==> src/rtl/cla_restoring_divider_pkg.sv <==
// Shared constants and FSM state type for the iterative CLA restoring divider.
package cla_restoring_divider_pkg;

  localparam int DEF_WIDTH = 16;
  localparam int SLICE_W   = 4;

  typedef enum logic [1:0] {
    ST_IDLE = 2'd0,
    ST_RUN  = 2'd1,
    ST_DONE = 2'd2
  } state_e;

endpackage

==> src/rtl/cla_restoring_divider_cla_subtractor.sv <==
// N-bit subtractor a - b built as a chain of 4-bit carry-look-ahead slices
// computing a + ~b + 1; no_borrow is the final carry-out (1 when a >= b).
module cla_subtractor
  import cla_restoring_divider_pkg::*;
#(
  parameter int N = DEF_WIDTH + 1
) (
  input  logic [N-1:0] a,
  input  logic [N-1:0] b,
  output logic [N-1:0] diff,
  output logic         no_borrow
);

  localparam int NS = (N + SLICE_W - 1) / SLICE_W;
  localparam int NP = NS * SLICE_W;

  // Zero-extending both operands keeps the carry-out equal to a >= b.
  logic [NP-1:0] a_pad;
  logic [NP-1:0] b_inv;
  logic [NS:0]   carry;

  assign a_pad    = NP'(a);
  assign b_inv    = ~(NP'(b));
  assign carry[0] = 1'b1;

  for (genvar s = 0; s < NS; s++) begin : g_slice
    logic [3:0] g;
    logic [3:0] p;
    logic [4:0] c;

    assign g    = a_pad[s*SLICE_W +: SLICE_W] & b_inv[s*SLICE_W +: SLICE_W];
    assign p    = a_pad[s*SLICE_W +: SLICE_W] ^ b_inv[s*SLICE_W +: SLICE_W];
    assign c[0] = carry[s];
    assign c[1] = g[0] | (p[0] & c[0]);
    assign c[2] = g[1] | (p[1] & g[0]) | (p[1] & p[0] & c[0]);
    assign c[3] = g[2] | (p[2] & g[1]) | (p[2] & p[1] & g[0])
                | (p[2] & p[1] & p[0] & c[0]);
    assign c[4] = g[3] | (p[3] & g[2]) | (p[3] & p[2] & g[1])
                | (p[3] & p[2] & p[1] & g[0])
                | (p[3] & p[2] & p[1] & p[0] & c[0]);
    assign carry[s+1] = c[4];

    // Padding bits only feed the carry chain; their sums are not produced.
    for (genvar k = 0; k < SLICE_W; k++) begin : g_bit
      if (s * SLICE_W + k < N) begin : g_out
        assign diff[s*SLICE_W + k] = p[k] ^ c[k];
      end
    end
  end

  assign no_borrow = carry[NS];

endmodule

==> src/rtl/cla_restoring_divider.sv <==
// Iterative unsigned restoring divider: one shift-and-trial-subtract per cycle,
// quotient bits resolved MSB first, results held from done until the next start.
module cla_restoring_divider
  import cla_restoring_divider_pkg::*;
#(
  parameter int WIDTH = DEF_WIDTH
) (
  input  logic             clk,
  input  logic             rst,
  input  logic             start,
  input  logic [WIDTH-1:0] dividend,
  input  logic [WIDTH-1:0] divisor,
  output logic             busy,
  output logic             done,
  output logic [WIDTH-1:0] quotient,
  output logic [WIDTH-1:0] remainder,
  output logic             div_by_zero
);

  localparam int CNT_W = (WIDTH > 2) ? $clog2(WIDTH) : 1;
  localparam logic [CNT_W-1:0] LAST_ITER = CNT_W'(WIDTH - 1);

  state_e           state_q;
  logic [WIDTH:0]   rem_q;
  logic [WIDTH-1:0] quo_q;
  logic [WIDTH-1:0] div_q;
  logic [CNT_W-1:0] cnt_q;
  logic             busy_q;
  logic             done_q;
  logic [WIDTH-1:0] quotient_q;
  logic [WIDTH-1:0] remainder_q;
  logic             dbz_q;

  logic [WIDTH:0]   rem_shift;
  logic [WIDTH:0]   trial;
  logic             no_borrow;
  logic [WIDTH:0]   rem_d;
  logic [WIDTH-1:0] quo_d;

  // The restored remainder is always below the divisor, so rem_q[WIDTH]
  // stays zero and only the low WIDTH bits shift up.
  assign rem_shift = {rem_q[WIDTH-1:0], quo_q[WIDTH-1]};

  cla_subtractor #(.N(WIDTH + 1)) u_sub (
    .a         (rem_shift),
    .b         ({1'b0, div_q}),
    .diff      (trial),
    .no_borrow (no_borrow)
  );

  assign rem_d = no_borrow ? trial : rem_shift;
  assign quo_d = {quo_q[WIDTH-2:0], no_borrow};

  // NOTE: every state register is updated with <= so all of them see the
  // pre-edge values of each other; blocking = here would chain the updates.
  always_ff @(posedge clk) begin
    if (rst) begin
      state_q     <= ST_IDLE;
      rem_q       <= '0;
      quo_q       <= '0;
      div_q       <= '0;
      cnt_q       <= '0;
      busy_q      <= 1'b0;
      done_q      <= 1'b0;
      quotient_q  <= '0;
      remainder_q <= '0;
      dbz_q       <= 1'b0;
    end else begin
      done_q <= 1'b0;
      case (state_q)
        ST_IDLE, ST_DONE: begin
          state_q <= ST_IDLE;
          busy_q  <= 1'b0;
          if (start) begin
            if (divisor == '0) begin
              state_q     <= ST_DONE;
              done_q      <= 1'b1;
              quotient_q  <= '1;
              remainder_q <= dividend;
              dbz_q       <= 1'b1;
            end else begin
              state_q <= ST_RUN;
              busy_q  <= 1'b1;
              quo_q   <= dividend;
              div_q   <= divisor;
              rem_q   <= '0;
              cnt_q   <= '0;
            end
          end
        end
        ST_RUN: begin
          rem_q <= rem_d;
          quo_q <= quo_d;
          cnt_q <= cnt_q + 1'b1;
          if (cnt_q == LAST_ITER) begin
            state_q     <= ST_DONE;
            busy_q      <= 1'b0;
            done_q      <= 1'b1;
            quotient_q  <= quo_d;
            remainder_q <= rem_d[WIDTH-1:0];
            dbz_q       <= 1'b0;
          end
        end
        default: begin
          state_q <= ST_IDLE;
          busy_q  <= 1'b0;
        end
      endcase
    end
  end

  assign busy        = busy_q;
  assign done        = done_q;
  assign quotient    = quotient_q;
  assign remainder   = remainder_q;
  assign div_by_zero = dbz_q;

endmodule

==> config.mk <==
export PLATFORM = sky130hd
export DESIGN_NAME = cla_restoring_divider
export DESIGN_NICKNAME = d
export VERILOG_FILES = /design/src/rtl/cla_restoring_divider_pkg.sv /design/src/rtl/cla_restoring_divider_cla_subtractor.sv /design/src/rtl/cla_restoring_divider.sv
export SDC_FILE = /design/constraint.sdc
export NUM_CORES = 1
export LEC_CHECK = 0
export ABC_AREA = 1
export BUFFER_PORTS_ARGS = -buffer_cell sky130_fd_sc_hd__buf_4
export CAP_MARGIN = 25
export CELL_PAD_IN_SITES_DETAIL_PLACEMENT = 1
export CELL_PAD_IN_SITES_GLOBAL_PLACEMENT = 1
export CORE_MARGIN = 5
export CORE_UTILIZATION = 37
export CTS_CLUSTER_SIZE = 30
export DETAILED_ROUTE_END_ITERATION = 6
export PLACE_DENSITY_LB_ADDON = 0.1
export REMOVE_ABC_BUFFERS = 1
export SYNTH_ARGS = -nofsm -noshare
export SYNTH_HDL_FRONTEND = slang
export SYNTH_HIERARCHICAL = 1
export SYNTH_SLANG_ARGS = --single-unit
export TNS_END_PERCENT = 10
==> constraint.sdc <==
create_clock -name clk -period 2.3 [get_ports clk]
set_input_delay 0.23 -clock clk [delete_from_list [all_inputs] [get_ports clk]]
set_output_delay 0.23 -clock clk [all_outputs]
set_load 0.02 [all_outputs]
Word level (Yosys, flattened, before mapping)
Cells that the tools add are included.

Multiplexer cells: 33. Add/sub/neg operators: 1. Eq/ne operators: 7. Bitwise logic cells: 139. Reductions and logical operators: 7.

Operators with widths (number): 16-bit two-way mux (11); 16-bit case mux with 2 select lines (4); 1-bit bitwise AND (67); 1-bit bitwise OR (44); 16-bit inverter with 20-bit output (1); 4-bit bitwise AND (4); 16-bit zero test (1); 4-bit XOR (4); 1-bit XOR (15); 1-bit two-way mux (8); 4-bit two-way mux (2); 2-bit != test (second input constant) (4); 4-bit case mux with 2 select lines (1); 2-bit two-way mux (3); 1-bit case mux with 2 select lines (3); 3-bit AND reduction (2); 4-bit by 1-bit adder with 4-bit output (second input constant) (1); 1-bit by 4-bit bitwise AND with 4-bit output (1); 4-bit equality test (second input constant) (1); 2-bit case mux with 2 select lines (1); 4-bit AND reduction (1); 1-bit by 4-bit XOR with 4-bit output (1); 2-bit by 1-bit equality test with 1-bit output (second input constant) (1); 2-bit equality test (second input constant) (1); 4 further kinds (5).

Bits in registers: 89. Output and inout bits: 35. Bits of input ports: 35. Word-level logic and storage cells: 197.

Depth between registers and ports, before layout
Depth in word-level cells: 18. Gate-level depth with buffers: 22. Mapped depth without buffers: 21.

Hierarchy
Netlist, hierarchy kept.

Modules (own cells, without submodules): cla_restoring_divider (area each 4016.4 sq um, cells an instance 572, instances 1); cla_subtractor (area each 822.0 sq um, cells an instance 124, instances 1).

Worst setup path after synthesis
OpenSTA, ideal clock, no wires.

Path type: flip-flop to flip-flop. Start point: register div_q[2]. End point: register remainder_q[14] (netlist: remainder[14]). Data arrival time: 2.446 ns. Clock period less this slack: 2.561 ns. Data required time: 2.185 ns. Path buffers: 1. Cell stages (with the launch flop): 23. Slack: -0.261 ns. Cells stage by stage: dfxtp_1 > inv_1 > ha_1 > nand2_1 > nor2_1 > nor2_1 > nand2_2 > nand2_2 > nand2_4 > nand2_4 > nand2_4 > nand2_4 > nand2_2 > nand2_1 > nand2_1 > fa_1 > clkbuf_1 > nand2_1 > o21ai_0 > nand2_1 > nand2_1 > a21oi_1 > nor2_1.

Word-level cells in the longest chain between the ends: 18. Elaborated cells between the ends (all ways): 27. Those cells by class: 3 x mux; 24 x bitwise.

RTL lines: start, declared (RTL line cla_restoring_divider.sv:26) `logic [WIDTH-1:0] div_q;`; start signal, assigned (RTL line cla_restoring_divider.sv:85) `div_q <= divisor;`; 16-bit inverter with 20-bit output * (RTL line cla_restoring_divider_cla_subtractor.sv:23) `assign b_inv = ~(NP'(b));`; 4-bit bitwise AND or 4-bit XOR (tied branches) (RTL line cla_restoring_divider_cla_subtractor.sv:31, cla_restoring_divider_cla_subtractor.sv:32); 1-bit bitwise AND, on equally long branches (RTL line cla_restoring_divider_cla_subtractor.sv:38, cla_restoring_divider_cla_subtractor.sv:39, cla_restoring_divider_cla_subtractor.sv:40); 1-bit bitwise OR (tied with other cells) (RTL line cla_restoring_divider_cla_subtractor.sv:38) `assign c[4] = g[3] | (p[3] & g[2]) | (p[3] & p[2] & g[1])`; 1-bit bitwise OR or 1-bit bitwise AND (tied branches) (RTL line cla_restoring_divider_cla_subtractor.sv:38, cla_restoring_divider_cla_subtractor.sv:39); 1-bit bitwise OR (RTL line cla_restoring_divider_cla_subtractor.sv:39) `| (p[3] & p[2] & p[1] & g[0])`; 1-bit bitwise OR * (RTL line cla_restoring_divider_cla_subtractor.sv:40) `| (p[3] & p[2] & p[1] & p[0] & c[0]);`; 1-bit bitwise AND * (RTL line cla_restoring_divider_cla_subtractor.sv:40); (+3 left out); 1-bit bitwise AND * (RTL line cla_restoring_divider_cla_subtractor.sv:40); 1-bit bitwise OR * (RTL line cla_restoring_divider_cla_subtractor.sv:40); 1-bit bitwise AND * (RTL line cla_restoring_divider_cla_subtractor.sv:40); 1-bit bitwise OR * (RTL line cla_restoring_divider_cla_subtractor.sv:40); net no_borrow (RTL line cla_restoring_divider.sv:36) `logic no_borrow;`; 16-bit two-way mux * (RTL line cla_restoring_divider.sv:51) `assign rem_d = no_borrow ? trial : rem_shift;`; 16-bit two-way mux * (RTL line cla_restoring_divider.sv:95) `if (cnt_q == LAST_ITER) begin`; 16-bit case mux with 2 select lines * (RTL line cla_restoring_divider.sv:70) `case (state_q)`; end signal, assigned (RTL line cla_restoring_divider.sv:79) `remainder_q <= dividend;`; end signal, assigned (RTL line cla_restoring_divider.sv:100) `remainder_q <= rem_d[WIDTH-1:0];`; end, declared (RTL line cla_restoring_divider.sv:31) `logic [WIDTH-1:0] remainder_q;`.

The timed path passes the listed nets; every way through them passes the cells marked *. The select of a mux whose other input is x is not followed. A chain may end at the register's enable or synchronous reset.

Final worst setup path
Start point: register div_q[7]. End point: register remainder_q[3] (netlist: remainder[3]).

Word-level cells in the longest chain between the ends: 16. Elaborated cells between the ends (all ways): 23. Those cells by class: 3 x mux; 20 x bitwise.

RTL lines: 16-bit inverter with 20-bit output * (RTL line cla_restoring_divider_cla_subtractor.sv:23); 4-bit XOR (RTL line cla_restoring_divider_cla_subtractor.sv:32) `assign p = a_pad[s*SLICE_W +: SLICE_W] ^ b_inv[s*SLICE_W +: SLICE_W];`; 1-bit bitwise AND, on equally long branches (RTL line cla_restoring_divider_cla_subtractor.sv:38, cla_restoring_divider_cla_subtractor.sv:39, cla_restoring_divider_cla_subtractor.sv:40); 1-bit bitwise OR (tied with other cells) (2 in series) (RTL line cla_restoring_divider_cla_subtractor.sv:38); 1-bit bitwise OR or 1-bit bitwise AND (tied branches) (RTL line cla_restoring_divider_cla_subtractor.sv:39, cla_restoring_divider_cla_subtractor.sv:40); 1-bit bitwise OR * (RTL line cla_restoring_divider_cla_subtractor.sv:40); 1-bit bitwise AND * (RTL line cla_restoring_divider_cla_subtractor.sv:40); 1-bit bitwise OR * (RTL line cla_restoring_divider_cla_subtractor.sv:40); 1-bit bitwise AND * (RTL line cla_restoring_divider_cla_subtractor.sv:40); 1-bit bitwise OR * (RTL line cla_restoring_divider_cla_subtractor.sv:40); 1-bit bitwise AND * (RTL line cla_restoring_divider_cla_subtractor.sv:40); 1-bit bitwise OR * (RTL line cla_restoring_divider_cla_subtractor.sv:40); net no_borrow (RTL line cla_restoring_divider.sv:36); 16-bit two-way mux * (RTL line cla_restoring_divider.sv:51); 16-bit two-way mux * (RTL line cla_restoring_divider.sv:95); 16-bit case mux with 2 select lines * (RTL line cla_restoring_divider.sv:70).

Marked as above.

==> impl_metrics.py <==
metrics = {
    "yosys": {
        "synth-main-ff-cell": "dfxtp_1",
        "yosys-top-cells-count": "nand2_1 (146), dfxtp_1 (89), inv_1 (88)",
        "yosys_warnings": 6,
        "synth.distinct_cells": 28,
        "synth_seq_cells": 89,
        "syn_area_um2": 4838,
        "synth_edf_count": 0,
        "synth_largest_area_cell": "dfxtp_1",
        "synth_area_leaders": "dfxtp_1 (37%), nand2_1 (11%), a21oi_1 (8.1%)",
        "synthCells": 696,
        "async_reset_ff_share_pct": 0,
        "synth.most_common_cell": "nand2_1",
        "syn_area_per_cell_um2": 6.952,
        "synth_top_area_share_pct": 36.82,
        "yosysSeqAreaShare_pct": 36.82,
    },
    "hold_path": {
        "holdCritPathClass": "primary input to flop",
        "min_from": "divisor[13]",
    },
    "worst_setup_path": {
        "path_class": "flop to flop",
        "cp_num_buf_inv": 2,
        "cp-startpoint": "div_q[7]$_SDFFE_PP0P_",
        "path_cells": "inv_2 > ha_4 > a21oi_2 > nand2_1 > nor2_2 > nand2_4 > nand2_4 > nand2_4 > nand2_4 > nand2_2 > nand2_2 > nand2_2 > fa_2 > buf_6 > nand2_1 > o21ai_0 > nand2_1 > nand2_1 > a21oi_2 > nor2_1",
        "required_ns": 2.54,
        "worstPathArrival_ns": 2.88,
        "max_stage_delay_ns": 0.46,
        "cp_max_fo": 9,
        "cp-end-kind": "flop",
        "critPathSlowestCell": "fa_2",
        "cpLargestDelayFamily": "simple AND/OR/NAND/NOR gates",
        "worstSetupStartpointType": "flop",
        "rr_startpoint": "div_q[7]$_SDFFE_PP0P_",
    },
    "grt": {
        "grt_pass1_wl_um": 24750,
        "grt_max_degree": 57,
        "antenna_found_initial": 0,
        "grt_pass1_vias": 5008,
        "overflow": 0,
        "grtUsageTotal_pct": 19.16,
    },
    "drt": {
        "dr.pass1.iters": 4,
        "via_per_inst": 4.935,
        "highest_layer": "met4",
        "routedWlPerCell_um": 15.13,
        "ant_nets": 0,
        "wl_met3_um": 419,
        "drc": 0,
        "dr_wl_met2_um": 6999,
        "via_count": 4787,
        "drt-met1-wl_um": 7035,
        "wl_um": 14680,
        "drt_iter0_drc": 297,
    },
    "power": {
        "p_seq_share_pct": 39.1,
        "p_clk_share_pct": 35.8,
        "p_leak_uw": 0.003113,
        "p_int_uw": 2954,
        "pwr-share-comb_pct": 25.1,
        "finalPower_uw": 4213,
        "p_per_area_nw_per_um2": 656.1,
        "p_sw_uw": 1259,
        "peakVddDrop_mv": 0.2695,
        "swShare_pct": 29.88,
    },
    "floorplanning": {
        "row_count": 41,
        "core-area_um2": 12720,
        "ioPinCount": 70,
        "start_util_pct": 38.03,
        "die_h_um": 124.4,
        "die-area_um2": 15460,
        "die_width_um": 124.4,
    },
    "flow_run": {
        "drv_cap": 0,
    },
    "layout": {
        "drive_above_1_share_pct": 28.57,
        "fin_nets": 851,
        "syn_to_final_growth_pct": 32.71,
        "diodes": 0,
        "final_cells": 970,
    },
    "clocking": {
        "cts.sinks": 89,
        "worst_skew_pair.late_latency_ns": 0.34,
        "clkTransAtPathRegs_ns": 0.06,
        "cts_buffer_depth": 2,
        "numCtsBuffers": 9,
        "cts-hold-fix-buffers": 0,
        "cts_tree": "built",
        "cts-root-buf": "clkbuf_16",
        "cts_htree_levels": 3,
    },
    "status": {
        "outcome": "finished, violations left",
        "violations": "setup timing",
    },
    "timing": {
        "min_period_ns": 2.637,
        "fin_ws_ns": -0.3371,
        "period_share_pct": 114.7,
        "final.setup_skew_ns": 0.007501,
        "rsz0062_at_grt": "yes",
        "setup_violations": 34,
        "hold_violations": 0,
        "fmax_mhz": 379.2,
        "final_max_slew_viol_count": 0,
    },
    "placement": {
        "dp_cells": 945,
        "place_congestion": 0.7912,
        "dp_hpwl_um": 9784,
        "port_buffers": 69,
    },
}
## final timing paths
| kind | depth (start not counted) | to | slack [ns] |
|---|---|---|---|
| worst max-delay path | 20 | remainder[3]$_SDFFE_PP0P_ | -0.34 |
| worst min-delay path | 3 | div_q[13]$_SDFFE_PP0P_ | 0.17 |
| worst max register to register | 20 | remainder[3]$_SDFFE_PP0P_ | -0.34 |
| worst min register to register | 2 | div_q[13]$_SDFFE_PP0P_ | 0.46 |
## flip-flops by register name (all words and copies together), names as in the netlist
name         count
done             1
cnt_q            4
quotient        16
state_q          2
div_q           16
quo_q           16
rem_q           16
remainder       16
busy             1
div_by_zero      1
## cell type report
type	count	area [µm²]
Multi-Input combinational cell	474	2736
Tap cell	172	215.2
Timing Repair Buffer	128	1030
Clock buffer	13	260.3
Fill cell	1655	6301
Inverter	92	345.3
Clock inverter	2	37.54
Sequential cell	89	1797
## cells in the final DEF, fill, tap and decap left out, types with 4 or more instances in the layout
master,n
nand2_1,133
dfxtp_1,77
inv_1,83
a21oi_1,67
a21oi_2,12
o21ai_1,9
ha_1,11
dfxtp_2,12
buf_4,120
o21ai_0,34
clkbuf_16,9
nand3b_1,16
inv_2,9
xor2_1,6
buf_12,4
o21bai_1,16
nand3_1,60
nand2_4,5
o21ai_2,8
ha_4,7
nor2_1,47
nand2_2,20
nor2_2,6
## worst register-to-register path, stage by stage, from the launching register on
cell and delay, ns:
dfxtp_2 0.34, inv_2 0.06, ha_4 0.26, a21oi_2 0.12, nand2_1 0.08, nor2_2 0.12, nand2_4 0.07, nand2_4 0.06
nand2_4 0.05, nand2_4 0.06, nand2_2 0.05, nand2_2 0.07, nand2_2 0.06, fa_2 0.46, buf_6 0.20, nand2_1 0.06
o21ai_0 0.07, nand2_1 0.11, nand2_1 0.09, a21oi_2 0.10, nor2_1 0.05
## stage by stage
step / utilization [%] / worst slack [ns] / setup TNS [ns] / hold slack [ns] / area [µm²]
6_report: 50.47 / -0.3371 / -8.417 / 0.1662 / 6421
5_1_grt: 50.47 / -0.5192 / -14.39 / 0.1751 / 6421
4_1_cts: 49.70 / -0.3744 / -10.14 / 0.1570 / 6322
3_5_place_dp: 45.70 / -0.4993 / -12.61 / 0.4564 / 5814
3_3_place_gp: 45.70 / -0.3988 / -9.145 / 0.4463 / 5814
2_1_floorplan: - / -0.4338 / -14.22 / 0.2991 / 4651
## layer usage
layer	global-route usage, %	vias up
met5	0	-
met4	6.319	0
met3	3.045	16
met2	32.12	81
met1	25.11	2265
li1	-	2425
## cells by family after synthesis
family                     after synthesis  share of synthesized area, %
buffers and inverters                  133                         11.02
AOI/OAI and AO/OA                      148                         16.34
adders and majority gates               22                         6.310
other                                    1                       0.07751
xor gates and xnor gates                 9                         1.629
DFF                                     89                         36.82
and+or+nand+nor                        294                         27.80
## power groups by stage
stage,clock network (µW),logic (µW),registers [µW]
6_report,1510,1060,1650
5_1_grt,1610,1180,1660
4_1_cts,1550,1020,1650
3_5_place_dp,0,904,1680
3_3_place_gp,0,868,1670
2_1_floorplan,0,564,1670
## repair_timing
| item | in CTS | in global routing |
|---|---|---|
| resized for setup | 34 | 51 |
| pin swaps | 7 | 20 |
| endpoints found under the setup margin | 34 | 34 |
| buffers inserted | 8 | 3 |
| cloned | 2 | 0 |
| hold endpoints to repair | 0 | 0 |
Power figures use the tool's default switching activity.
